File: src/rtl/pipe_stage_chain.sv
// Back-end register chain carrying one instruction slot through STAGES levels,
// with stall/flush control and saturating retire/ctrl/mispredict counters.

module pipe_stage_chain_level #(
  parameter int W = 8
) (
  input  logic         i_clk,
  input  logic         i_rst,
  input  logic         i_flush,
  input  logic         i_stall,
  input  logic [W-1:0] i_d,
  output logic [W-1:0] o_q
);
  logic [W-1:0] slot_q, slot_d;

  always_comb begin
    slot_d = slot_q;
    if (i_flush)       slot_d = '0;
    else if (!i_stall) slot_d = i_d;
  end

  always_ff @(posedge i_clk or posedge i_rst) begin
    if (i_rst) slot_q <= '0;
    else       slot_q <= slot_d;
  end

  assign o_q = slot_q;
endmodule

module pipe_stage_chain #(
  parameter int DATA_W = 32,
  parameter int STAGES = 1,
  parameter int CNT_W  = 32
) (
  input  logic              i_clk,
  input  logic              i_rst,
  input  logic              i_stall,
  input  logic              i_flush,
  input  logic              i_cnt_clr,
  input  logic              i_valid,
  input  logic [DATA_W-1:0] i_alu,
  input  logic [DATA_W-1:0] i_pc_four,
  input  logic [DATA_W-1:0] i_pc_debug,
  input  logic [4:0]        i_rd_addr,
  input  logic              i_rdwren,
  input  logic [1:0]        i_wbsel,
  input  logic              i_ctrl,
  input  logic              i_mispred,
  output logic              o_valid,
  output logic [DATA_W-1:0] o_alu,
  output logic [DATA_W-1:0] o_pc_four,
  output logic [DATA_W-1:0] o_pc_debug,
  output logic [4:0]        o_rd_addr,
  output logic              o_rdwren,
  output logic [1:0]        o_wbsel,
  output logic              o_ctrl,
  output logic              o_mispred,
  output logic [CNT_W-1:0]  o_retire_cnt,
  output logic [CNT_W-1:0]  o_ctrl_cnt,
  output logic [CNT_W-1:0]  o_mispred_cnt
);
  typedef struct packed {
    logic [DATA_W-1:0] alu;
    logic [DATA_W-1:0] pc_four;
    logic [DATA_W-1:0] pc_debug;
    logic [4:0]        rd_addr;
    logic              rdwren;
    logic [1:0]        wbsel;
    logic              ctrl;
    logic              mispred;
    logic              valid;
  } slot_t;

  localparam int SLOT_W = $bits(slot_t);

  slot_t                in_slot;
  slot_t [STAGES-1:0]   slot_pipe;
  slot_t                out_slot;

  // Bubbles keep payload/rd as given but must never write or count as a branch.
  always_comb begin
    in_slot          = '0;
    in_slot.valid    = i_valid;
    in_slot.alu      = i_alu;
    in_slot.pc_four  = i_pc_four;
    in_slot.pc_debug = i_pc_debug;
    in_slot.rd_addr  = i_rd_addr;
    in_slot.wbsel    = i_wbsel;
    in_slot.rdwren   = i_valid & i_rdwren;
    in_slot.ctrl     = i_valid & i_ctrl;
    in_slot.mispred  = i_valid & i_mispred;
  end

  for (genvar k = 0; k < STAGES; k++) begin : g_lvl
    slot_t lvl_d;
    if (k == 0) begin : g_head
      assign lvl_d = in_slot;
    end else begin : g_body
      assign lvl_d = slot_pipe[k-1];
    end
    pipe_stage_chain_level #(.W(SLOT_W)) u_lvl (
      .i_clk   (i_clk),
      .i_rst   (i_rst),
      .i_flush (i_flush),
      .i_stall (i_stall),
      .i_d     (lvl_d),
      .o_q     (slot_pipe[k])
    );
  end

  assign out_slot = slot_pipe[STAGES-1];

  logic             retire_ev;
  logic [CNT_W-1:0] retire_cnt_q, retire_cnt_d;
  logic [CNT_W-1:0] ctrl_cnt_q, ctrl_cnt_d;
  logic [CNT_W-1:0] mispred_cnt_q, mispred_cnt_d;

  // A held output retires only on the edge it actually leaves the chain.
  assign retire_ev = out_slot.valid & ~i_stall & ~i_flush;

  always_comb begin
    retire_cnt_d  = retire_cnt_q;
    ctrl_cnt_d    = ctrl_cnt_q;
    mispred_cnt_d = mispred_cnt_q;
    if (i_cnt_clr) begin
      retire_cnt_d  = '0;
      ctrl_cnt_d    = '0;
      mispred_cnt_d = '0;
    end else if (retire_ev) begin
      if (retire_cnt_q != '1)
        retire_cnt_d = retire_cnt_q + 1'b1;
      if (out_slot.ctrl && ctrl_cnt_q != '1)
        ctrl_cnt_d = ctrl_cnt_q + 1'b1;
      if (out_slot.ctrl && out_slot.mispred && mispred_cnt_q != '1)
        mispred_cnt_d = mispred_cnt_q + 1'b1;
    end
  end

  always_ff @(posedge i_clk or posedge i_rst) begin
    if (i_rst) begin
      retire_cnt_q  <= '0;
      ctrl_cnt_q    <= '0;
      mispred_cnt_q <= '0;
    end else begin
      retire_cnt_q  <= retire_cnt_d;
      ctrl_cnt_q    <= ctrl_cnt_d;
      mispred_cnt_q <= mispred_cnt_d;
    end
  end

  assign o_valid       = out_slot.valid;
  assign o_alu         = out_slot.alu;
  assign o_pc_four     = out_slot.pc_four;
  assign o_pc_debug    = out_slot.pc_debug;
  assign o_rd_addr     = out_slot.rd_addr;
  assign o_rdwren      = out_slot.rdwren;
  assign o_wbsel       = out_slot.wbsel;
  assign o_ctrl        = out_slot.ctrl;
  assign o_mispred     = out_slot.mispred;
  assign o_retire_cnt  = retire_cnt_q;
  assign o_ctrl_cnt    = ctrl_cnt_q;
  assign o_mispred_cnt = mispred_cnt_q;
endmodule

File: config.mk
export PLATFORM = sky130hd
export DESIGN_NAME = pipe_stage_chain
export DESIGN_NICKNAME = d
export VERILOG_FILES = /design/src/rtl/pipe_stage_chain.sv
export SDC_FILE = /design/constraint.sdc
export NUM_CORES = 1
export LEC_CHECK = 0
export CAP_MARGIN = 25
export CELL_PAD_IN_SITES_DETAIL_PLACEMENT = 0
export CELL_PAD_IN_SITES_GLOBAL_PLACEMENT = 2
export CORE_MARGIN = 2
export CORE_UTILIZATION = 25
export CTS_BUF_LIST = sky130_fd_sc_hd__clkbuf_4 sky130_fd_sc_hd__clkbuf_8 sky130_fd_sc_hd__clkbuf_16
export DETAILED_ROUTE_END_ITERATION = 6
export PLACE_DENSITY = 0.77
export SKIP_LAST_GASP = 1
export SYNTH_ARGS = -nofsm -noshare
export SYNTH_HDL_FRONTEND = slang
export SYNTH_SLANG_ARGS = --single-unit
File: constraint.sdc
create_clock -name i_clk -period 7.4 [get_ports i_clk]
set_input_delay 1.48 -clock i_clk [delete_from_list [all_inputs] [get_ports i_clk]]
set_output_delay 1.48 -clock i_clk [all_outputs]
set_load 0.01 [all_outputs]
==> results.md, run 1 <==
* Relative slew margins at roughly 29%
* Vias in the first global route at 8643
* First-pass GRT wire length at roughly 50000 um
* CTS Hold Buffers Added at 0
* Share of the synthesized area in the top cell type at 52.8%
* Hold path depth at 2
* Most common cell after layout, fill and taps aside: clkdlybuf4s50_1
* Vias per std cell at between 4 and 5
* GPL Wtd Cong at ~0.8
* DIE HEIGHT at around 200 um
* Initial detailed-routing violation count at 329
* Worst Hold Class: reg -> reg
* Die Area at ~40000 um^2
* Port buffer count at around 310
* Pwr Density at approximately 190 nW/um^2
* Post-CTS Setup Repair Bufs at 0
* GRT Total Usage at roughly 16%
* Tmin final at 3.43 ns
* Combinational Power Share at 10.0%
* # DRC at 0
* Final Hold Viols at 0
* Most frequent cells in the layout: 311 x clkdlybuf4s50_1, 203 x dfrtp_1, 151 x nor2_1
* Die X at between 200 and 250 um
* Critical Path End Type: register
* CP Data Required Time at a little under 8 ns
* # clock sinks at slightly above 200
* Post-Syn Area at 9630 um^2
* Hpwl dp at between 20000 and 25000 um
* Synth Instances at 940
* Crit start category: input pin
* Total power at approximately 2.7 mW
* # diodes at 0
* Final nets at approximately 1.4k
* Sequential-to-total area share from yosys stat at between 50% and 60%
* Internal power at approximately 2.0 mW
* Ys async rst share at 100%
* Measured slew at the worst slew-check pin at 1.06 ns
* Leak at 5.81 nW
* Synth top area cells: dfrtp_1 53%, mux2i_1 11%, nor2_1 5.9%
* Clock power frac at 46.3%
* CORE AREA at about 38000 um^2
* R2R cell count at 6
* Syn_nets at between 1k and 1.5k
* Initial Util at roughly 25%
* Final Cycle Share at 46.4%
* Status: finished clean
* I/O pin total at 315
* Average wire per standard cell at roughly 18 um
* Peak supply drop at around 0.00017 V
* Antenna Violating Nets Remaining at 0
* # setup viols final at 0
* Syn avg cell area at around 10 um^2
* CTS H-tree depth at 1
* Layout area overhead at 46.7%
* Largest net degree at the start of global routing at 87
* CTS resizes at 0
* Post-synth EDFFs at 0
* Clock-pin slew on the worst setup and hold paths at around 0.06 ns
* Top FF cell, synth: dfrtp_1
* Net switching power at 625 uW
* Seq pwr share at a little over two fifths
* Synth unique cells at approximately 60
* Total gr overflow at 0
* CTS tree: yes
* CP Max Fanout at 65
* Fill count at between 3k and 4k
* Arrival @ worst endpoint at roughly 3.9 ns
* Worst Skew at 0.00721 ns
* Worst skew pair latency at around 0.52 ns
* Yosys reg bits at between 200 and 250
* Max Fclk at between 200 and 300 MHz
* Layout cells sized above 1 at about 5.7%
* Total CTS buffers at 26
* Synth warn at 0
* Max Slew Vio Count at 0
* Detailed Route WL at 31700 um
* Crit Path Class: in -> reg
* Routed vias at roughly 8.4k
* Yosys top cell by area: dfrtp_1
* Setup TNS at 0 ns
* Unrepaired setup endpoints after global routing: false
* Row cnt at roughly 70
* CTS max path bufs at 3
* Sw Ratio at between 20% and 30%
* Clk root buf: clkbuf_16
* Initial antenna violation count at 2
* WHS at around 0.52 ns
* Max-cap violations at 0
* DR pass1 iterations at 4
-- synth_stat cells (3+ instances only) --
cell type and number:
a211oi_1 3, a21oi_1 60, and2_1 4, and3_1 9, and4_1 11, buf_1 13, buf_2 5, clkbuf_1 29
dfrtp_1 203, ha_1 3, inv_1 15, mux2_1 5, mux2i_1 108, nand2_1 44, nand3_1 24, nand4_1 34
nor2_1 151, nor2b_1 7, nor3_1 10, nor4_1 10, o2111ai_1 3, o211ai_1 5, o21ai_0 32, o21ai_1 9
o31ai_1 23, or2_2 3, or3_1 36, or4_1 21, xnor2_1 13, xor2_1 9
-- kinds of logic after synthesis --
| group | after synthesis | share of synthesized area [%] |
|---|---|---|
| flops | 203 | 52.8 |
| simple gates | 381 | 20.6 |
| buf+inv | 66 | 2.81 |
| fa+ha+maj | 3 | 0.390 |
| mux | 115 | 12.0 |
| compound gates | 150 | 9.37 |
| xor+xnor | 22 | 2.00 |
-- metal layers --
| layer | track usage, % | vias to the layer above | share of wire, % |
|---|---|---|---|
| met4 | 3.52 | 4 | 1.9 |
| met3 | 5.99 | 38 | 9.4 |
| met1 | 19.6 | 4130 | 42 |
| li1 | - | 3992 | - |
| met5 | 0 | - | 0.082 |
| met2 | 25.3 | 266 | 46 |
-- registers in the layout, summed over array words and instances, names as in the netlist --
register         count
g_lvl.u_lvl.o_q    107
o_ctrl_cnt          32
o_retire_cnt        32
o_mispred_cnt       32
-- critical path, stage by stage --
cell and delay, ns:
buf_6 0.29, or3b_1 0.61, nor4_4 0.60, o21ai_2 0.21
or4_1 0.50, a21oi_1 0.15
-- cell type report --
cell class | instances | area [um^2] | area share (%)
Clock buffer | 41 | 825 | 5.84
Tap cell | 511 | 639 | 4.53
Multi-Input combinational cell | 671 | 4280 | 30.3
Clock inverter | 2 | 10.0 | 0.0709
Sequential cell | 203 | 5080 | 36.0
Timing Repair Buffer | 324 | 3220 | 22.8
Inverter | 15 | 63.8 | 0.452
-- power by group through the flow --
stage / clock (mW) / sequential [mW] / combinational, mW
2_1_floorplan: 0 / 1.20 / 0.0961
3_3_place_gp: 0 / 1.18 / 0.273
3_5_place_dp: 0 / 1.18 / 0.274
4_1_cts: 1.28 / 1.17 / 0.274
5_1_grt: 1.33 / 1.17 / 0.292
6_report: 1.23 / 1.17 / 0.267
-- metrics by stage --
| step | utilization [%] | setup slack [ns] | std cells | cell area, um^2 |
|---|---|---|---|---|
| floorplan | - | 0.381 | 940 | 9630 |
| global placement | 35.1 | 3.49 | 1722 | 13300 |
| detailed placement | 35.2 | 3.41 | 1723 | 13300 |
| CTS | 37.4 | 4.00 | 1766 | 14100 |
| global route | 37.4 | 3.83 | 1767 | 14100 |
| finish | 37.4 | 3.97 | 1767 | 14100 |
-- path summary, 6_finish.rpt --
check                                                   start  slack (ns)                                 end
max in group asynchronous                               i_rst        4.66        o_retire_cnt[21]$_DFFE_PP0P_
max reg2reg                      o_mispred_cnt[0]$_DFFE_PP0P_        4.70       o_mispred_cnt[30]$_DFFE_PP0P_
min reg2reg                g_lvl[0].u_lvl.o_q[17]$_DFFE_PP0P_        0.52  g_lvl[0].u_lvl.o_q[17]$_DFFE_PP0P_
min in group asynchronous                               i_rst        1.45  g_lvl[0].u_lvl.o_q[13]$_DFFE_PP0P_
max                                                   i_stall        3.97        o_retire_cnt[26]$_DFFE_PP0P_
min                        g_lvl[0].u_lvl.o_q[17]$_DFFE_PP0P_        0.52  g_lvl[0].u_lvl.o_q[17]$_DFFE_PP0P_
Power figures use the tool's default switching activity.
==> run 2: changes to the inputs <==
clock period = 2.8 ns   (was 7.4 ns; I/O delays follow)
==> results.md, run 2 (synthesis gave the netlist of run 1 again) <==
* Layout cells sized above 1 at 7.64% (was 5.73%)
* Tmin final at 2.55 ns
* FF-to-FF Start: o_mispred_cnt[0]$_DFFE_PP0P_ (unchanged)
* Port buffer count at 314 (unchanged)
* Leak at 5.96 nW (was 5.81 nW)
* DR pass1 iterations at 5 (was 4)
* Worst skew pair latency at 0.55 ns (was 0.52 ns)
* Worst Skew at 0.0211 ns (was 0.00721 ns)
* Antenna Violating Nets Remaining at 0 (unchanged)
* Die Area at 40100 um^2 (unchanged)
* GPL Wtd Cong at 0.782 (was 0.780)
* WP buf/inv at 0 (was 1)
* CTS max path bufs at 3 (unchanged)
* Initial Util at 25.5% (unchanged)
* Final Cycle Share at about 90%
* Hpwl dp at 22600 um (was 22400 um)
* Unrepaired setup endpoints after global routing: false (unchanged)
* Peak supply drop at 0.000333 V (was 0.000165 V)
* Vias in the first global route at 8744 (was 8643)
* Total gr overflow at 0 (unchanged)
* Crit Path Class: reg -> reg (was in -> reg)
* Initial detailed-routing violation count at 409 (was 329)
* Average wire per standard cell at 17.6 um (was 18.0 um)
* Met3 usage at 6.17% (was 5.99%)
* Clk root buf: clkbuf_16 (unchanged)
* Post-CTS Setup Repair Bufs at 0 (unchanged)
* R2R cell count at 6 (unchanged)
* Max Slew Vio Count at 0 (unchanged)
* Most frequent cells in the layout: 311 x clkdlybuf4s50_1, 203 x dfrtp_1, 151 x nor2_1 (unchanged)
* Layout area overhead at 49.6% (was 46.7%)
* Busiest grt layer: met2 (unchanged)
* Critical Path Sink: o_mispred_cnt[30]$_DFFE_PP0P_ (was o_retire_cnt[26]$_DFFE_PP0P_)
* R2R Path End: o_mispred_cnt[30]$_DFFE_PP0P_ (unchanged)
* CP Max Fanout at 8 (was 65)
* First-pass GRT wire length at 50600 um (was 50700 um)
* Max incr delay on CP at 0.68 ns (was 0.61 ns)
* Total power at 7.30 mW (was 2.66 mW)
* Final Hold Viols at 0 (unchanged)
* Measured slew at the worst slew-check pin at 0.880 ns (was 1.06 ns)
* Total CTS buffers at 26 (unchanged)
* Initial antenna violation count at 3 (was 2)
* DIE HEIGHT at 200 um (unchanged)
* Family with the most delay on the worst path: simple AND/OR/NAND/NOR gates (unchanged)
* Die X at 200 um (unchanged)
* CTS H-tree depth at 1 (unchanged)
* # clock sinks at 203 (unchanged)
* Row cnt at 71 (unchanged)
* Slowest cell on crit path: or4_1 (was or3b_1)
* Critical Path End Type: register (unchanged)
* Status: finished clean (unchanged)
* CORE AREA at 37800 um^2 (unchanged)
* Arrival @ worst endpoint at 3.03 ns (was 3.88 ns)
* Max reg flops at 107 (unchanged)
* CTS tree: yes (unchanged)
* CTS resizes at 0 (unchanged)
* Routed vias at 8529 (was 8430)
* Clock-pin slew on the worst setup and hold paths at 0.06 ns (about the same)
* Vias per std cell at 4.75 (was 4.77)
* R2R Setup Slk at 0.25 ns (was 4.70 ns)
* I/O pin total at 315 (unchanged)
* Pwr Density at 507 nW/um^2 (was 189 nW/um^2)
* Worst Hold Class: in -> async (was reg -> reg)
* Met2 usage at 25.1% (was 25.3%)
* Relative slew margins at 41.3% (was 28.7%)
* Max-cap violations at 0 (unchanged)
* Max Fclk at slightly below 400 MHz
* Setup TNS at 0 ns (unchanged)
* Fill count at 3779 (was 3776)
* Largest net degree at the start of global routing at 111 (was 87)
* WP depth at 6 (unchanged)
* # DRC at 0 (unchanged)
* # setup viols final at 0 (unchanged)
* Most common cell after layout, fill and taps aside: clkdlybuf4s50_1 (unchanged)
* Final nets at 1379 (was 1356)
* Met1 Use GR at 19.4% (was 19.6%)
* Crit path launch: o_mispred_cnt[0]$_DFFE_PP0P_ (was i_stall)
* # diodes at 0 (unchanged)
* Crit start category: register (was input pin)
* Most Frequent Cell on Critical Path: or4_1
* CP Data Required Time at 3.28 ns (was 7.85 ns)
* Worst-path cell chain: ha_1, and4_1, nand4_4, or4_1, or4_1, a21oi_1 (was buf_6, or3b_1, nor4_4, o21ai_2, or4_1, a21oi_1)
* GRT Total Usage at 15.6% (about the same)
* Detailed Route WL at 31700 um (about the same)
* CTS Hold Buffers Added at 0 (unchanged)
run 2: cell types whose count changed in the layout (fill, tap and decap cells not counted), sizes merged:
cell	previous run	this run
buf	13	36
clkbuf	41	33
clkinv	2	8
bufinv	0	3
clkinvlp	0	2
inv	15	16
run 2: layout make-up:
| cell class | instances | area [um^2] | share of cell area, % |
|---|---|---|---|
| inverters | 15 | 60.1 | 0.417 |
| multi-input cells | 671 | 4280 | 29.7 |
| clock inverters | 14 | 166 | 1.16 |
| flip-flops and latches | 203 | 5080 | 35.3 |
| clock buffers | 33 | 728 | 5.06 |
| repair buffers | 347 | 3450 | 24.0 |
| well taps | 511 | 639 | 4.44 |
run 2: worst min-delay path by stage:
stage                                                to  slack [ns]  cells after the start
floorplan                     o_ctrl_cnt[7]$_DFFE_PP0P_        0.53                      1
CTS                  g_lvl[0].u_lvl.o_q[14]$_DFFE_PP0P_        0.44                      3
detailed placement  g_lvl[0].u_lvl.o_q[100]$_DFFE_PP0P_        0.51                      2
finish               g_lvl[0].u_lvl.o_q[99]$_DFFE_PP0P_        0.46                      3
global placement     g_lvl[0].u_lvl.o_q[54]$_DFFE_PP0P_        0.50                      2
global route         g_lvl[0].u_lvl.o_q[99]$_DFFE_PP0P_        0.48                      3
run 2: tightest hold or removal path, cell delays in order:
cell and delay, ns:
clkdlybuf4s50_1 0.44, clkinvlp_4 0.13, buf_12 0.25
run 2: metal layers:
metal	wire length, um	vias to the layer above
met1	13400	4169
met5	0	-
met4	617	0
li1	-	4045
met2	14500	279
met3	3130	36
run 2: power by group:
part	internal (mW)	total (mW)	switching, mW	leakage, nW
Sequential	3.02	3.08	0.0548	2.76
Combinational	0.393	0.722	0.329	2.75
Clock	2.12	3.50	1.38	0.449
run 2: through the flow:
step           hold WS, ns  instances  instance area, um^2  worst slack (ns)  utilization (%)
5_1_grt              0.482       1794                14400            0.0433             38.1
3_5_place_dp         0.514       1747                13500             0.152             35.8
3_3_place_gp         0.502       1747                13500             0.214             35.8
6_report             0.456       1794                14400             0.250             38.1
4_1_cts              0.444       1794                14400             0.242             38.1
2_1_floorplan        0.530        940                 9630            -0.390                -
==> run 3: changes to the inputs <==
==> constraint.sdc (replaced) <==
create_clock -name i_clk -period 2.8 [get_ports i_clk]
set_input_delay 0.28 -clock i_clk [delete_from_list [all_inputs] [get_ports i_clk]]
set_output_delay 0.28 -clock i_clk [all_outputs]
set_load 0.01 [all_outputs]
==> results.md, run 3 (synthesis gave the netlist of run 1 again) <==
* Hpwl dp at 22600 um (about the same)
* Detailed Route WL at 31600 um (was 31700 um)
* # DRC at 0 (unchanged)
* CTS tree: yes (unchanged)
* CP Data Required Time at 3.26 ns (was 3.28 ns)
* Sw Ratio at 23.0% (was 24.2%)
* Max Slew Vio Count at 0 (unchanged)
* Max incr delay on CP at 0.67 ns (was 0.68 ns)
* WHS at 0.0233 ns (was 0.456 ns)
* Antenna Violating Nets Remaining at 0 (unchanged)
* Average wire per standard cell at 17.6 um (about the same)
* Tmin final at 2.54 ns (was 2.55 ns)
* Layout cells sized above 1 at 7.49% (was 7.64%)
* Slowest cell on crit path: or4_1 (unchanged)
* Most Frequent Cell on Critical Path: or4_1 (unchanged)
* Clock power frac at 49.7% (was 48.0%)
* GRT Total Usage at 15.5% (was 15.6%)
* Initial detailed-routing violation count at 452 (was 409)
* Vias per std cell at 4.70 (was 4.75)
* Worst skew pair latency at 0.54 ns (was 0.55 ns)
* Setup TNS at 0 ns (unchanged)
* Port buffer count at 314 (unchanged)
* Vias in the first global route at 8592 (was 8744)
* Final nets at 1376 (was 1379)
* Die X at 200 um (unchanged)
* Peak supply drop at 0.000390 V (was 0.000333 V)
* Leak at 5.97 nW (was 5.96 nW)
* Critical Path End Type: register (unchanged)
* Pwr Density at 523 nW/um^2 (was 507 nW/um^2)
* Seq pwr share at 40.8% (was 42.1%)
* First-pass GRT wire length at 50300 um (was 50600 um)
* CTS H-tree depth at 1 (unchanged)
* Crit Path Class: reg -> reg (unchanged)
* Net switching power at 1.73 mW (was 1.77 mW)
* Family with the most delay on the worst path: simple AND/OR/NAND/NOR gates (unchanged)
* Final Cycle Share at 90.9% (was 91.1%)
* GPL Wtd Cong at 0.754 (was 0.782)
* Most frequent cells in the layout: 311 x clkdlybuf4s50_1, 203 x dfrtp_1, 151 x nor2_1 (unchanged)
* Unrepaired setup endpoints after global routing: false (unchanged)
* CP Max Fanout at 8 (unchanged)
* Routed vias at 8425 (was 8529)
* Status: finished clean (unchanged)
* Final Hold Viols at 0 (unchanged)
* Die Area at 40100 um^2 (unchanged)
* Crit start category: register (unchanged)
* Max Fclk at 393 MHz (was 392 MHz)
* CORE AREA at 37800 um^2 (unchanged)
* Total gr overflow at 0 (unchanged)
* DR pass1 iterations at 4 (was 5)
* Layout area overhead at 49.7% (was 49.6%)
* Combinational Power Share at 9.5% (was 9.9%)
* CTS resizes at 0 (unchanged)
* Max-cap violations at 0 (unchanged)
* CTS max path bufs at 3 (unchanged)
* Max reg flops at 107 (unchanged)
* # diodes at 0 (unchanged)
* Total CTS buffers at 27 (was 26)
* # clock sinks at 203 (unchanged)
* Initial antenna violation count at 0 (was 3)
* Worst Skew at 0.0103 ns (was 0.0211 ns)
* Arrival @ worst endpoint at 3.00 ns (was 3.03 ns)
* I/O pin total at 315 (unchanged)
* Worst-path cell chain: ha_1, and4_1, nand4_4, or4_1, or4_1, a21oi_1 (unchanged)
* Clk root buf: clkbuf_16 (unchanged)
* WP buf/inv at 0 (unchanged)
* # setup viols final at 0 (unchanged)
* Measured slew at the worst slew-check pin at 1.02 ns (was 0.880 ns)
* CTS Hold Buffers Added at 0 (unchanged)
* Row cnt at 71 (unchanged)
* Post-CTS Setup Repair Bufs at 0 (unchanged)
* Internal power at 5.80 mW (was 5.53 mW)
* Clock-pin slew on the worst setup and hold paths at 0.06 ns (about the same)
* Initial Util at 25.5% (unchanged)
* DIE HEIGHT at 200 um (unchanged)
* Largest net degree at the start of global routing at 106 (was 111)
* Most common cell after layout, fill and taps aside: clkdlybuf4s50_1 (unchanged)
* Relative slew margins at 32.0% (was 41.3%)
* Worst Hold Class: in -> async (unchanged)
==> run 3: stage by stage <==
stage	setup WS (ns)	cell area, um^2	power (mW)	std cells	util [%]
after global placement	0.331	13500	3.86	1743	35.6
after CTS	0.277	14400	7.67	1792	38.2
after global routing	0.118	14400	7.85	1792	38.2
final	0.256	14400	7.54	1792	38.2
after floorplan	-0.110	9630	3.42	940	-
after detailed placement	0.281	13500	3.86	1743	35.6
==> run 3: power by group through the flow <==
stage	Combinational (mW)	Sequential [mW]	Clock [mW]
final	0.717	3.07	3.74
after global routing	0.782	3.08	3.99
after detailed placement	0.734	3.13	0
after CTS	0.736	3.08	3.86
after global placement	0.732	3.12	0
after floorplan	0.255	3.16	0
==> run 3: final cells by class <==
| cell class | instances | area (um^2) |
|---|---|---|
| clock buffers | 33 | 727 |
| clock inverters | 16 | 238 |
| fillers | 3760 | 23300 |
| inverters | 15 | 60.1 |
| multi-input cells | 671 | 4280 |
| flip-flops and latches | 203 | 5080 |
| well taps | 511 | 639 |
| repair buffers | 343 | 3390 |
==> run 3: worst register-to-register path, cell delays in order (launching register included) <==
cell and delay, ns:
dfrtp_1 0.46, ha_1 0.25, and4_1 0.36, nand4_4 0.14, or4_1 0.67, or4_1 0.44
a21oi_1 0.16
==> run 3: worst paths after layout <==
path / depth (start not counted) / from / to / slack [ns]
worst max-delay path: 6 / o_mispred_cnt[0]$_DFFE_PP0P_ / o_mispred_cnt[30]$_DFFE_PP0P_ / 0.26
worst min-delay path: 2 / i_rst / g_lvl[0].u_lvl.o_q[14]$_DFFE_PP0P_ / 0.02
worst max register to register: 6 / o_mispred_cnt[0]$_DFFE_PP0P_ / o_mispred_cnt[30]$_DFFE_PP0P_ / 0.26
worst min register to register: 2 / g_lvl[0].u_lvl.o_q[5]$_DFFE_PP0P_ / g_lvl[0].u_lvl.o_q[5]$_DFFE_PP0P_ / 0.51
max in group asynchronous: 3 / i_rst / o_retire_cnt[0]$_DFFE_PP0P_ / 1.91
min in group i_clk: 3 / i_stall / g_lvl[0].u_lvl.o_q[1]$_DFFE_PP0P_ / 0.07
==> run 3: metal layers <==
layer  GRT usage, %  part of all wire (%)
met5              0                     0
met4           4.10                   2.6
met3           6.70                    10
met2           24.2                    44
met1           19.5                    43
